File: src/rtl/instr_prefetch_queue_if.sv
// instr_prefetch_queue_if: fetch-stage bundle covering the memory instruction port, decode handshake, redirect and snoop
interface instr_prefetch_queue_if #(
  parameter int DEPTH  = 4,
  parameter int ADDR_W = 12,
  parameter int DATA_W = 16
);
  logic [ADDR_W-1:0]       Instruction_addressbus;
  logic [DATA_W-1:0]       Instruction_databus;
  logic                    instr_valid;
  logic                    instr_ready;
  logic [DATA_W-1:0]       instr_data;
  logic [ADDR_W-1:0]       instr_pc;
  logic                    redirect_valid;
  logic [ADDR_W-1:0]       redirect_pc;
  logic                    snoop_valid;
  logic [ADDR_W-1:0]       snoop_addr;
  logic [$clog2(DEPTH):0]  occupancy;
  modport master (
    output Instruction_addressbus, instr_valid, instr_data, instr_pc, occupancy,
    input  Instruction_databus, instr_ready, redirect_valid, redirect_pc, snoop_valid, snoop_addr
  );
  modport slave (
    input  Instruction_addressbus, instr_valid, instr_data, instr_pc, occupancy,
    output Instruction_databus, instr_ready, redirect_valid, redirect_pc, snoop_valid, snoop_addr
  );
endinterface

File: src/rtl/instr_prefetch_queue.sv
// instr_prefetch_queue: prefetch FIFO of {pc, word} with redirect flush and self-modifying-code snoop flush
module instr_prefetch_queue #(
  parameter int               DEPTH    = 4,
  parameter int               ADDR_W   = 12,
  parameter int               DATA_W   = 16,
  parameter logic [ADDR_W-1:0] RESET_PC = '0
) (
  input logic clk,
  input logic rst_n,
  instr_prefetch_queue_if.master bus
);
  localparam int PW = $clog2(DEPTH);
  logic [ADDR_W-1:0] fetch_pc_q, fetch_pc_d, refetch_pc;
  logic [PW-1:0]     rd_q, rd_d, wr_q, wr_d;
  logic [PW:0]       cnt_q, cnt_d;
  logic [ADDR_W-1:0] pc_q [DEPTH];
  logic [DATA_W-1:0] data_q [DEPTH];
  logic [DEPTH-1:0]  hit_v;
  logic              valid, pop, push, hit, flush;
  assign valid = cnt_q != '0;
  assign pop   = valid && bus.instr_ready;
  genvar k;
  for (k = 0; k < DEPTH; k++) begin : g_hit
    assign hit_v[k] = (PW+1)'(k) < cnt_q && !(pop && k == 0) &&
                      pc_q[rd_q + PW'(k)][ADDR_W-1:1] == bus.snoop_addr[ADDR_W-1:1];
  end
  // the word on the bus right now is about to be captured, so it is stale too
  assign hit   = bus.snoop_valid && (|hit_v || fetch_pc_q[ADDR_W-1:1] == bus.snoop_addr[ADDR_W-1:1]);
  assign flush = bus.redirect_valid || hit;
  assign push  = !flush && (!cnt_q[PW] || pop);
  assign refetch_pc = (valid && !pop) ? pc_q[rd_q] :
                      (pop && cnt_q > (PW+1)'(1)) ? pc_q[rd_q + 1'b1] : fetch_pc_q;
  always_comb begin
    fetch_pc_d = bus.redirect_valid ? {bus.redirect_pc[ADDR_W-1:1], 1'b0} :
                 hit ? refetch_pc : push ? fetch_pc_q + ADDR_W'(2) : fetch_pc_q;
    rd_d  = flush ? '0 : rd_q + PW'(pop);
    wr_d  = flush ? '0 : wr_q + PW'(push);
    cnt_d = flush ? '0 : cnt_q + (PW+1)'(push) - (PW+1)'(pop);
  end
  always_ff @(posedge clk or negedge rst_n) begin
    if (!rst_n) begin
      fetch_pc_q <= {RESET_PC[ADDR_W-1:1], 1'b0};
      rd_q       <= '0;
      wr_q       <= '0;
      cnt_q      <= '0;
    end else begin
      fetch_pc_q <= fetch_pc_d;
      rd_q       <= rd_d;
      wr_q       <= wr_d;
      cnt_q      <= cnt_d;
    end
  end
  always_ff @(posedge clk) begin
    if (push) begin
      pc_q[wr_q]   <= fetch_pc_q;
      data_q[wr_q] <= bus.Instruction_databus;
    end
  end
  assign bus.Instruction_addressbus = fetch_pc_q;
  assign bus.instr_valid = valid;
  assign bus.instr_data  = valid ? data_q[rd_q] : '0;
  assign bus.instr_pc    = valid ? pc_q[rd_q] : '0;
  assign bus.occupancy   = cnt_q;
endmodule

File: src/flat_wrapper.sv
// flat-port wrapper written by rule: the top's interface ports become plain ports
module instr_prefetch_queue_flat 
#(
  parameter int               DEPTH    = 4,
  parameter int               ADDR_W   = 12,
  parameter int               DATA_W   = 16,
  parameter logic [ADDR_W-1:0] RESET_PC = '0
)
  (clk, rst_n, bus_Instruction_addressbus, bus_instr_valid, bus_instr_data, bus_instr_pc, bus_occupancy, bus_Instruction_databus, bus_instr_ready, bus_redirect_valid, bus_redirect_pc, bus_snoop_valid, bus_snoop_addr);
  instr_prefetch_queue_if #(.DEPTH(DEPTH), .ADDR_W(ADDR_W), .DATA_W(DATA_W)) bus_i ();
  input logic clk;
  input logic rst_n;
  output wire logic [$bits(bus_i.Instruction_addressbus)-1:0] bus_Instruction_addressbus;
  output wire logic [$bits(bus_i.instr_valid)-1:0] bus_instr_valid;
  output wire logic [$bits(bus_i.instr_data)-1:0] bus_instr_data;
  output wire logic [$bits(bus_i.instr_pc)-1:0] bus_instr_pc;
  output wire logic [$bits(bus_i.occupancy)-1:0] bus_occupancy;
  input wire logic [$bits(bus_i.Instruction_databus)-1:0] bus_Instruction_databus;
  input wire logic [$bits(bus_i.instr_ready)-1:0] bus_instr_ready;
  input wire logic [$bits(bus_i.redirect_valid)-1:0] bus_redirect_valid;
  input wire logic [$bits(bus_i.redirect_pc)-1:0] bus_redirect_pc;
  input wire logic [$bits(bus_i.snoop_valid)-1:0] bus_snoop_valid;
  input wire logic [$bits(bus_i.snoop_addr)-1:0] bus_snoop_addr;
  assign bus_Instruction_addressbus = bus_i.Instruction_addressbus;
  assign bus_instr_valid = bus_i.instr_valid;
  assign bus_instr_data = bus_i.instr_data;
  assign bus_instr_pc = bus_i.instr_pc;
  assign bus_occupancy = bus_i.occupancy;
  assign bus_i.Instruction_databus = bus_Instruction_databus;
  assign bus_i.instr_ready = bus_instr_ready;
  assign bus_i.redirect_valid = bus_redirect_valid;
  assign bus_i.redirect_pc = bus_redirect_pc;
  assign bus_i.snoop_valid = bus_snoop_valid;
  assign bus_i.snoop_addr = bus_snoop_addr;
  instr_prefetch_queue #(.DEPTH(DEPTH), .ADDR_W(ADDR_W), .DATA_W(DATA_W), .RESET_PC(RESET_PC)) u_core (.clk(clk), .rst_n(rst_n), .bus(bus_i));
endmodule
File: config.mk
export PLATFORM = sky130hd
export DESIGN_NAME = instr_prefetch_queue_flat
export DESIGN_NICKNAME = d
export VERILOG_FILES = /design/src/rtl/instr_prefetch_queue_if.sv /design/src/rtl/instr_prefetch_queue.sv /design/src/flat_wrapper.sv
export SDC_FILE = /design/constraint.sdc
export NUM_CORES = 1
export LEC_CHECK = 0
export CORE_ASPECT_RATIO = 1.75
export CORE_MARGIN = 4
export CORE_UTILIZATION = 61
export DETAILED_ROUTE_END_ITERATION = 6
export GPL_ROUTABILITY_DRIVEN = 0
export PLACE_DENSITY_LB_ADDON = 0.08
export SKIP_LAST_GASP = 1
export SLEW_MARGIN = 15
export SYNTH_ARGS = -nofsm -noshare
export SYNTH_HDL_FRONTEND = slang
export SYNTH_SLANG_ARGS = --single-unit
File: constraint.sdc
create_clock -name clk -period 11.37 [get_ports clk]
set_input_delay 2.274 -clock clk [delete_from_list [all_inputs] [get_ports clk]]
set_output_delay 2.274 -clock clk [all_outputs]
set_load 0.005 [all_outputs]
==> Word-level counts from Yosys, hierarchy flattened <==
Memory sizes are Yosys's and may differ from the RTL's.
Cells that the tools add are included.
{ "word_totals": {"ram_bits": 112, "reg_bits": 19, "output_inout_bits": 44, "mem_count": 2, "input_bits": 45, "elab_cells": 57} }
{ "memory_table": {"columns": ["memory", "depth", "word_bits", "read_ports", "rd_clocked_by_memory_dff", "write_ports", "line_no", "source"], "rows": [
  ["u_core.data_q", 4, 16, 1, 0, 1, "instr_prefetch_queue.sv:17", "logic [DATA_W-1:0] data_q [DEPTH];"],
  ["u_core.pc_q", 4, 12, 4, 0, 1, "instr_prefetch_queue.sv:16", "logic [ADDR_W-1:0] pc_q [DEPTH];"]
]} }
{ "op_classes": {"n_addsub": 8, "eq_ne": 6, "mux": 12, "order_cmp": 5, "n_reduce_logical": 20} }
{ "op_table": {"columns": ["op", "count"], "rows": [
  ["$mux W12", 6],
  ["$eq A11 B11 Y1", 5],
  ["$mux W16", 1],
  ["$add A12 B2 Y12 const B", 1],
  ["$logic_and A1 B1 Y1", 10],
  ["$lt A1 B3 Y1 const A", 2],
  ["$lt A2 B3 Y1 const A", 2],
  ["$reduce_bool A3 Y1", 2],
  ["$add A2 B1 Y2", 2],
  ["$add A2 B2 Y2 const B", 2],
  ["$mux W2", 2],
  ["$ne A4 B4 Y1 const B", 1],
  ["$reduce_or A4 Y1", 1],
  ["$add A3 B1 Y3", 1],
  ["$gt A3 B1 Y1 const B", 1],
  ["$logic_not A1 Y1", 3],
  ["$logic_or A1 B1 Y1", 3],
  ["$mux W3", 1],
  ["$sub A3 B1 Y3", 1],
  ["$add A2 B1 Y2 const B", 1],
  ["$mux W1", 2],
  ["$reduce_and A2 Y1", 1]
]} }

==> Logic depth before layout (Yosys ltp) <==
Gate-level depths: netlist of the first run.
{ "logic_depth": {"word_depth": 14, "ltp_mapped": 17, "mapped_depth_nobuf": 14} }

==> Worst setup path after synthesis of the first run <==
No wires, ideal clock.
{ "synth_timing": {"kind": "in2reg", "from": "input port bus_snoop_addr[2]", "to": "memory u_core.data_q[2][0] (enable)", "path_slack_ns": 3.973, "required_ns": 10.876, "arrival_time_ns": 6.903, "path_buffers": 3, "cell_stages": 10, "setup_time_ns": 0.494, "cell_sequence": "clkbuf_1 xor2_1 and3_1 o21ai_0 o41a_4 a31oi_4 or2_1 buf_4 buf_2 nor4b_1"} }
{ "synth_between": {"elab_chain_len": 10, "elab_cells_between_ends": 17, "classes_between": "5 x eq/ne; 2 x mux; 10 x reduce/logical"} }
{ "synth_rtl": {"columns": ["item", "line_no", "source"], "rows": [
  ["start, declared", "flat_wrapper.sv:23", "input wire logic [$bits(bus_i.snoop_addr)-1:0] bus_snoop_addr;"],
  ["$eq A11 B11 Y1", "instr_prefetch_queue.sv:25", "pc_q[rd_q + PW'(k)][ADDR_W-1:1] == bus.snoop_addr[ADDR_W-1:1];"],
  ["$logic_and A1 B1 Y1", "instr_prefetch_queue.sv:24", "assign hit_v[k] = (PW+1)'(k) < cnt_q && !(pop && k == 0) &&"],
  ["$reduce_or A4 Y1", "instr_prefetch_queue.sv:28", "assign hit = bus.snoop_valid && (|hit_v || fetch_pc_q[ADDR_W-1:1] == bus.snoop_addr[ADDR_W-1:1]);"],
  ["$logic_or A1 B1 Y1 *", "instr_prefetch_queue.sv:28", null],
  ["$logic_and A1 B1 Y1 *", "instr_prefetch_queue.sv:28", null],
  ["$logic_or A1 B1 Y1 *", "instr_prefetch_queue.sv:29", "assign flush = bus.redirect_valid || hit;"],
  ["$logic_not A1 Y1 *", "instr_prefetch_queue.sv:30", "assign push = !flush && (!cnt_q[PW] || pop);"],
  ["$logic_and A1 B1 Y1 *", "instr_prefetch_queue.sv:30", null],
  ["$mux W1 *", "instr_prefetch_queue.sv:54", "if (push) begin"],
  ["$mux W1 (not written as such) *", "instr_prefetch_queue.sv:56", "data_q[wr_q] <= bus.Instruction_databus;"],
  ["end, declared", "instr_prefetch_queue.sv:17", null]
]} }
Every way passes the cells marked *; elsewhere a longest branch is shown, timed or not.

==> Worst setup path in the final report of the first run <==
{ "layout_timing": {"from": "input port bus_snoop_addr[1]", "to": "memory u_core.data_q[3][10] (enable)"} }
The elaborated chain is that of the path after synthesis.

==> results of run 1 <==
kinds of logic (layout without fill, tap and decap cells):
| family | count (synthesis) | count (layout) |
|---|---|---|
| AO/OA/AOI/OAI | 64 | 64 |
| XOR/XNOR | 62 | 62 |
| adder cells (fa/ha/maj) | 8 | 8 |
| buffers and inverters | 54 | 146 |
| flip-flops | 131 | 131 |
| multiplexers | 96 | 96 |
| AND/OR/NAND/NOR | 100 | 100 |
cell usage after synthesis, types with 7 or more instances:
cell type  number
a21oi_1         8
a221oi_1        8
and3_1          9
buf_6           7
clkbuf_1       15
dfrtp_1        19
edfxtp_1      112
ha_1            7
inv_1          16
mux2_2         16
mux2i_1        42
mux4_2         33
nand2_1         7
nor2_1         26
nor2b_1        17
nor4b_1         9
o21ai_0        14
xnor2_1        51
xor2_1         11
critical path: cells and delay by family:
family / cells / cell delay [ns]
and+or+nand+nor: 4 / 1.71
buffers and inverters: 2 / 1.09
AOI/OAI and AO/OA: 3 / 0.98
xor gates and xnor gates: 1 / 0.18
cell type report:
class / instances / area, um2 / area share
inverters: 16 / 60.06 / 0.006828
clock inverters: 13 / 150.1 / 0.01707
multi-input cells: 330 / 3179 / 0.3615
well taps: 135 / 168.9 / 0.01920
clock buffers: 19 / 442.9 / 0.05036
flip-flops and latches: 131 / 3844 / 0.4370
repair buffers: 98 / 950.9 / 0.1081
report_power, final:
group / leakage (uW) / switching (uW) / internal (uW)
combinational: 0.00138 / 347 / 385
clock: 0.000273 / 213 / 331
sequential: 0.00126 / 66.0 / 582
total: 0.00292 / 626 / 1300
registers in the layout, indices dropped and copies added, names as in the netlist:
signal                             count
u_core.bus.Instruction_addressbus     12
u_core.wr_q                            2
u_core.pc_q                           48
u_core.rd_q                            2
u_core.bus.occupancy                   3
u_core.data_q                         64
worst max path at each step:
| stage | start | end | slack, ns | cells past startpoint |
|---|---|---|---|---|
| finish | bus_snoop_addr[1] | u_core.data_q[3][10]$_DFFE_PP_ | 5.24 | 10 |
| global route | bus_snoop_addr[1] | u_core.data_q[3][10]$_DFFE_PP_ | 5.01 | 10 |
| CTS | bus_snoop_addr[1] | u_core.data_q[3][10]$_DFFE_PP_ | 5.26 | 10 |
| detailed placement | bus_snoop_addr[1] | u_core.data_q[3][14]$_DFFE_PP_ | 4.85 | 10 |
| global placement | bus_snoop_addr[1] | u_core.data_q[3][12]$_DFFE_PP_ | 4.87 | 10 |
| floorplan | bus_snoop_addr[2] | u_core.data_q[2][0]$_DFFE_PP_ | 3.97 | 10 |
cells in the final DEF (no fill, tap or decap), drive strengths merged, types with 2 or more instances in the layout:
cell type,synthesis,layout
edfxtp,112,112
clkdlybuf4s50,0,86
xnor2,51,51
mux2i,45,45
mux4,34,34
nor2,26,26
clkbuf,15,19
dfrtp,19,19
inv,16,19
nor2b,17,17
mux2,17,17
o21ai,16,16
buf,23,12
xor2,11,11
and3,9,9
a21oi,9,9
nor4b,9,9
a221oi,8,8
nand2,7,7
ha,7,7
nand4,6,6
o2bb2ai,6,6
nor3,6,6
clkinvlp,0,5
nor4,5,5
nand3,4,4
o211ai,4,4
and2,3,3
o22ai,3,3
nor3b,3,3
clkinv,0,3
or3,2,2
o221ai,2,2
a221o,2,2
a22o,2,2
bufinv,0,2
a31oi,2,2
stage by stage:
stage / hold slack [ns] / area (um2)
floorplan: 0.5188 / 7302
global placement: 0.5462 / 8203
detailed placement: 0.5847 / 8203
CTS: 0.5918 / 8796
global route: 0.6216 / 8796
finish: 0.5868 / 8796
per-layer routing:
layer / up-vias / track usage / part of all wire
li1: 2140 / - / -
met1: 2447 / 0.2981 / 0.36
met2: 186 / 0.4789 / 0.54
met3: 55 / 0.06275 / 0.056
met4: 0 / 0.1461 / 0.049
met5: - / 0 / 0
==> results.yml, run 1 <==
floorplanning:
  die_w_um: 90.71
  fp-row-count: 52
  die-area_mm2: 0.01385
  die_h_um: 152.7
  core_mm2: 0.01165
  start_util: 0.6270
  io_pins: 89
timing:
  fin_tns_setup_ns: 0
  drv_slew: 0
  hold_viol: 0
  maxSlewHeadroom: 0.3642
  fin_ws_ns: 5.239
  rsz0062_at_grt: "false"
  setup_viol: 0
  skew_ns: 0.007404
  worst_pin_slew_ns: 0.9507
  post-route-period-util: 0.5392
  clock.fmax_mhz: 163.1
  fin_crit_ns: 6.131
finish:
  final_util: 0.7553
  final_nets: 647
  area_growth_pct: 20.46
  diodes: 0
  instances_no_fill: 742
  drive_above_1_share: 0.1812
  fillers: 751
worst_setup_path:
  r2r-end: "u_core.data_q[3][10]$_DFFE_PP_"
  cp-start-kind: "primary input"
  regToRegSetupSlack_ns: 5.91
  critPathRequiredTime_ns: 11.51
  reg2reg_depth: 11
  cp-end-kind: "flip-flop"
  slowest_stage: "clkdlybuf4s50_1"
  critical_path_class: "primary input to flip-flop"
  worst-path-max-fanout: 19
  cpPeakStageDelay_ns: 0.72
  crit_arrival_ns: 6.27
  crit_chain: "clkdlybuf4s50_1, xnor2_1, a2111oi_2, o22ai_1, or3_1, a31oi_4, or2_1, nor2_1, and3_1, buf_4"
  r2r-start: "u_core.rd_q[0]$_DFF_PN0_"
synth:
  avgSynthCellArea_um2: 14.18
  synth_area_leaders: "edfxtp_1, mux4_2, dfrtp_1"
  synth_nets: 568
  synth_fa_ha_area_frac: 0.01474
  synth_area_mm2: 0.007302
  synth_edf_count: 112
  synth.distinct_cells: 59
  netlist_instances: 515
  synthMuxAreaShare: 0.1977
  synth_area_leader_cell: "edfxtp_1"
  yosys.area_share.xor_xnor: 0.07437
  synth_top_family_by_area: "multiplexers"
  synth_seq_cells: 131
  ys_seq_area_frac: 0.5257
  synth-main-ff-cell: "edfxtp_1"
  synth_compound_area_frac: 0.06820
  yosysTopAreaCellShare: 0.4606
  yosys.area_share.simple: 0.07676
  ys_async_sr_fraction: 0.1450
  yosysWarnings: 0
clock_network:
  cts_buffers: 17
  cts_resized: 0
  htreeDepth: 4
  root_buffer: "clkbuf_16"
  cts_hold_buf: 0
  cts_tree: "done"
  clkTransAtPathRegs_ns: 0.06
  clk_latency_ns: 0.41
  clockBufferDepth: 2
  cts_sinks: 131
  cts_setup_buffers: 0
global_route:
  antenna_found_initial: 0
  grt-ovfl-total: 0
  first_global_vias: 5199
  grt_max_degree: 66
  grt_pass1_wl_um: 28580
  grt_usage: 0.2710
place:
  place_ws_ns: 4.847
  numPortBuffers: 86
  dp.cells: 710
  post-dp-hpwl_um: 12440
pwr:
  p_leak_uw: 0.002917
  power.density_mw_per_mm2: 218.7
  total_power_uw: 1923
  vdd_drop_max_uv: 145.5
hold_path:
  hold_start: "u_core.bus.Instruction_addressbus[0]$_DFFE_PN0P_"
  min_to: "u_core.pc_q[0][0]$_DFFE_PP_"
  holdPathStages: 0
  hp-class: "flip-flop to flip-flop"
job:
  drv_cap: 0
route:
  vias_per_cell: 6.507
  firstDrtPassIters: 4
  wl_per_cell_um: 23.99
  route.detailed.drc: 0
  route.vias.total: 4828
  drt-initial-drc-count: 276
  drtAntennaViolNets: 0
  routed_wl_um: 17800
status:
  status: "completed"
Power figures use the tool's default switching activity.
==> inputs of run 2 (changes only) <==
- CORE_UTILIZATION: 61 -> 51
- clock period: 11.37 -> 5.4 ns (I/O delays scaled with it)
==> run 2 against run 1 <==
Compared with the run above: sequential cell count is the same; via count shrank 2.9%; clock-buffer cell count shrank 2; hold slack gained 0.0073 ns; die area grew 18%; clock power grew 110%; largest power group unchanged; final cell count grew 6.1%; critical path type is now flip-flop to flip-flop; combinational power grew 110%.
==> results.yml, run 2 (synthesis results as in run 1) <==
finish:
  fin_area_mm2: 0.008904
  drive_above_1_share: 0.1852
  fillers: 1090
  diodes: 0
  top_register: "u_core.data_q"
  final_common_cell: "edfxtp_1"
  final_nets: 650
  area_growth_pct: 21.93
  mostFrequentLayoutCells: "edfxtp_1, clkdlybuf4s50_1, xnor2_1, mux2i_1, mux4_2"
  largest_reg_flops: 64
clock_network:
  clkTransAtPathRegs_ns: 0.06
  root_buffer: "clkbuf_16"
  cts_tree: "done"
  cts_sinks: 131
  cts_hold_buf: 0
  cts_setup_buffers: 0
  htreeDepth: 4
  cts_buffers: 17
  clk_latency_ns: 0.42
  clockBufferDepth: 2
  cts_resized: 0
route:
  firstDrtPassIters: 6
  route.vias.total: 4690
  top_layer_used: "met4"
  route.detailed.drc: 0
  vias_per_cell: 5.959
  drtAntennaViolNets: 0
  wl_met3_um: 753
  routed_wl_um: 18070
  wl_per_cell_um: 22.96
  routedLengthMet1_um: 6777
  drt-initial-drc-count: 264
  wl_met2_um: 9983
worst_setup_path:
  regToRegSetupSlack_ns: 0.95
  cp-start-kind: "flip-flop"
  critical_path_class: "flip-flop to flip-flop"
  r2r-start: "u_core.rd_q[1]$_DFF_PN0_"
  crit_arrival_ns: 4.55
  endpoint: "u_core.data_q[3][4]$_DFFE_PP_"
  critPathRequiredTime_ns: 5.50
  worst-path-max-fanout: 58
  cp-end-kind: "flip-flop"
  reg2reg_depth: 10
  r2r-end: "u_core.data_q[3][4]$_DFFE_PP_"
  startpoint: "u_core.rd_q[1]$_DFF_PN0_"
floorplanning:
  core_mm2: 0.01398
  die_w_um: 98.45
  die-area_mm2: 0.01637
  io_pins: 89
  fp-row-count: 57
  start_util: 0.5224
  die_h_um: 166.3
global_route:
  antenna_found_initial: 0
  first_global_vias: 5039
  grt_pass1_wl_um: 28410
  grt-ovfl-total: 0
  grt_max_degree: 59
  grt_usage: 0.2280
timing:
  rsz0062_at_grt: "false"
  fin_tns_setup_ns: 0
  setup_viol: 0
  fin_crit_ns: 4.448
  maxSlewHeadroom: 0.2564
  clock.fmax_mhz: 224.8
  drv_slew: 0
  skew_ns: 0.008555
  post-route-period-util: 0.8238
  hold_viol: 0
  worst_pin_slew_ns: 1.111
place:
  placed_cell_area_mm2: 0.008317
  numPortBuffers: 86
  post-dp-hpwl_um: 12890
status:
  status: "completed"
job:
  drv_cap: 0
pwr:
  vdd_drop_max_uv: 279.4
  power.density_mw_per_mm2: 453.7
  p_leak_uw: 0.002958
hold_path:
  hp-class: "flip-flop to flip-flop"
[run 2: changes by cell type in the layout (fill, tap and decap cells not counted), sizes merged]
| cell | change |
|---|---|
| buf | +3 |
| bufinv | -2 |
| clkbuf | -2 |
| clkinv | +2 |
| clkinvlp | -5 |
| inv | +7 |
[run 2: routing by layer]
metal  track usage  up-vias
li1              -     2151
met1        0.2608     2353
met2        0.4126      150
met3       0.03867       36
met4       0.09869        0
met5             0        -
[run 2: through the flow]
| stage | hold WS (ns) | power [uW] | std cells | utilization | setup WS (ns) |
|---|---|---|---|---|---|
| after floorplan | 0.5188 | 2338 | 515 | - | 0.5845 |
| final | 0.5941 | 4040 | 787 | 0.6370 | 0.9517 |
| after global placement | 0.5511 | 2930 | 755 | 0.5950 | 0.5597 |
| after global routing | 0.6126 | 4248 | 787 | 0.6370 | 0.6805 |
| after detailed placement | 0.5614 | 2941 | 755 | 0.5950 | 0.5586 |
| after CTS | 0.5848 | 4074 | 787 | 0.6370 | 0.9290 |
[run 2: how the worst min path moves through the flow]
stage,startpoint,endpoint,slack [ns],depth (start not counted)
floorplan,u_core.bus.Instruction_addressbus[0]$_DFFE_PN0P_,u_core.pc_q[0][0]$_DFFE_PP_,0.52,0
global placement,u_core.bus.Instruction_addressbus[0]$_DFFE_PN0P_,u_core.pc_q[0][0]$_DFFE_PP_,0.55,0
detailed placement,u_core.bus.Instruction_addressbus[0]$_DFFE_PN0P_,u_core.pc_q[1][0]$_DFFE_PP_,0.56,0
CTS,u_core.bus.Instruction_addressbus[0]$_DFFE_PN0P_,u_core.pc_q[1][0]$_DFFE_PP_,0.58,0
global route,u_core.bus.Instruction_addressbus[0]$_DFFE_PN0P_,u_core.pc_q[1][0]$_DFFE_PP_,0.61,0
finish,u_core.bus.Instruction_addressbus[0]$_DFFE_PN0P_,u_core.pc_q[1][0]$_DFFE_PP_,0.59,0
[run 2: area by class of cell]
cell class / count / area [um2] / share of cell area
clock buffer: 17 / 425.4 / 0.04778
clock inverter: 15 / 161.4 / 0.01813
inverter: 16 / 60.06 / 0.006745
multi-input combinational: 330 / 3203 / 0.3598
sequential: 131 / 3846 / 0.4320
tap: 177 / 221.5 / 0.02487
timing repair buffer: 101 / 985.9 / 0.1107
[run 2: report_power, final]
group	internal (uW)	leakage (uW)	switching [uW]	total, uW
combinational	814	0.00141	694	1510
sequential	1220	0.00126	180	1400
clock	621	0.000290	507	1130
total	2660	0.00296	1380	4040
[run 2: worst max-delay path: stages (launching register included)]
cell	delay, ns
dfrtp_4	0.92
mux4_1	0.67
xnor2_1	0.15
nand4_1	0.17
a2111o_1	0.15
o41a_4	0.16
a31oi_4	0.09
or2_1	0.30
nor2_1	0.22
and3_1	0.86
buf_4	0.41
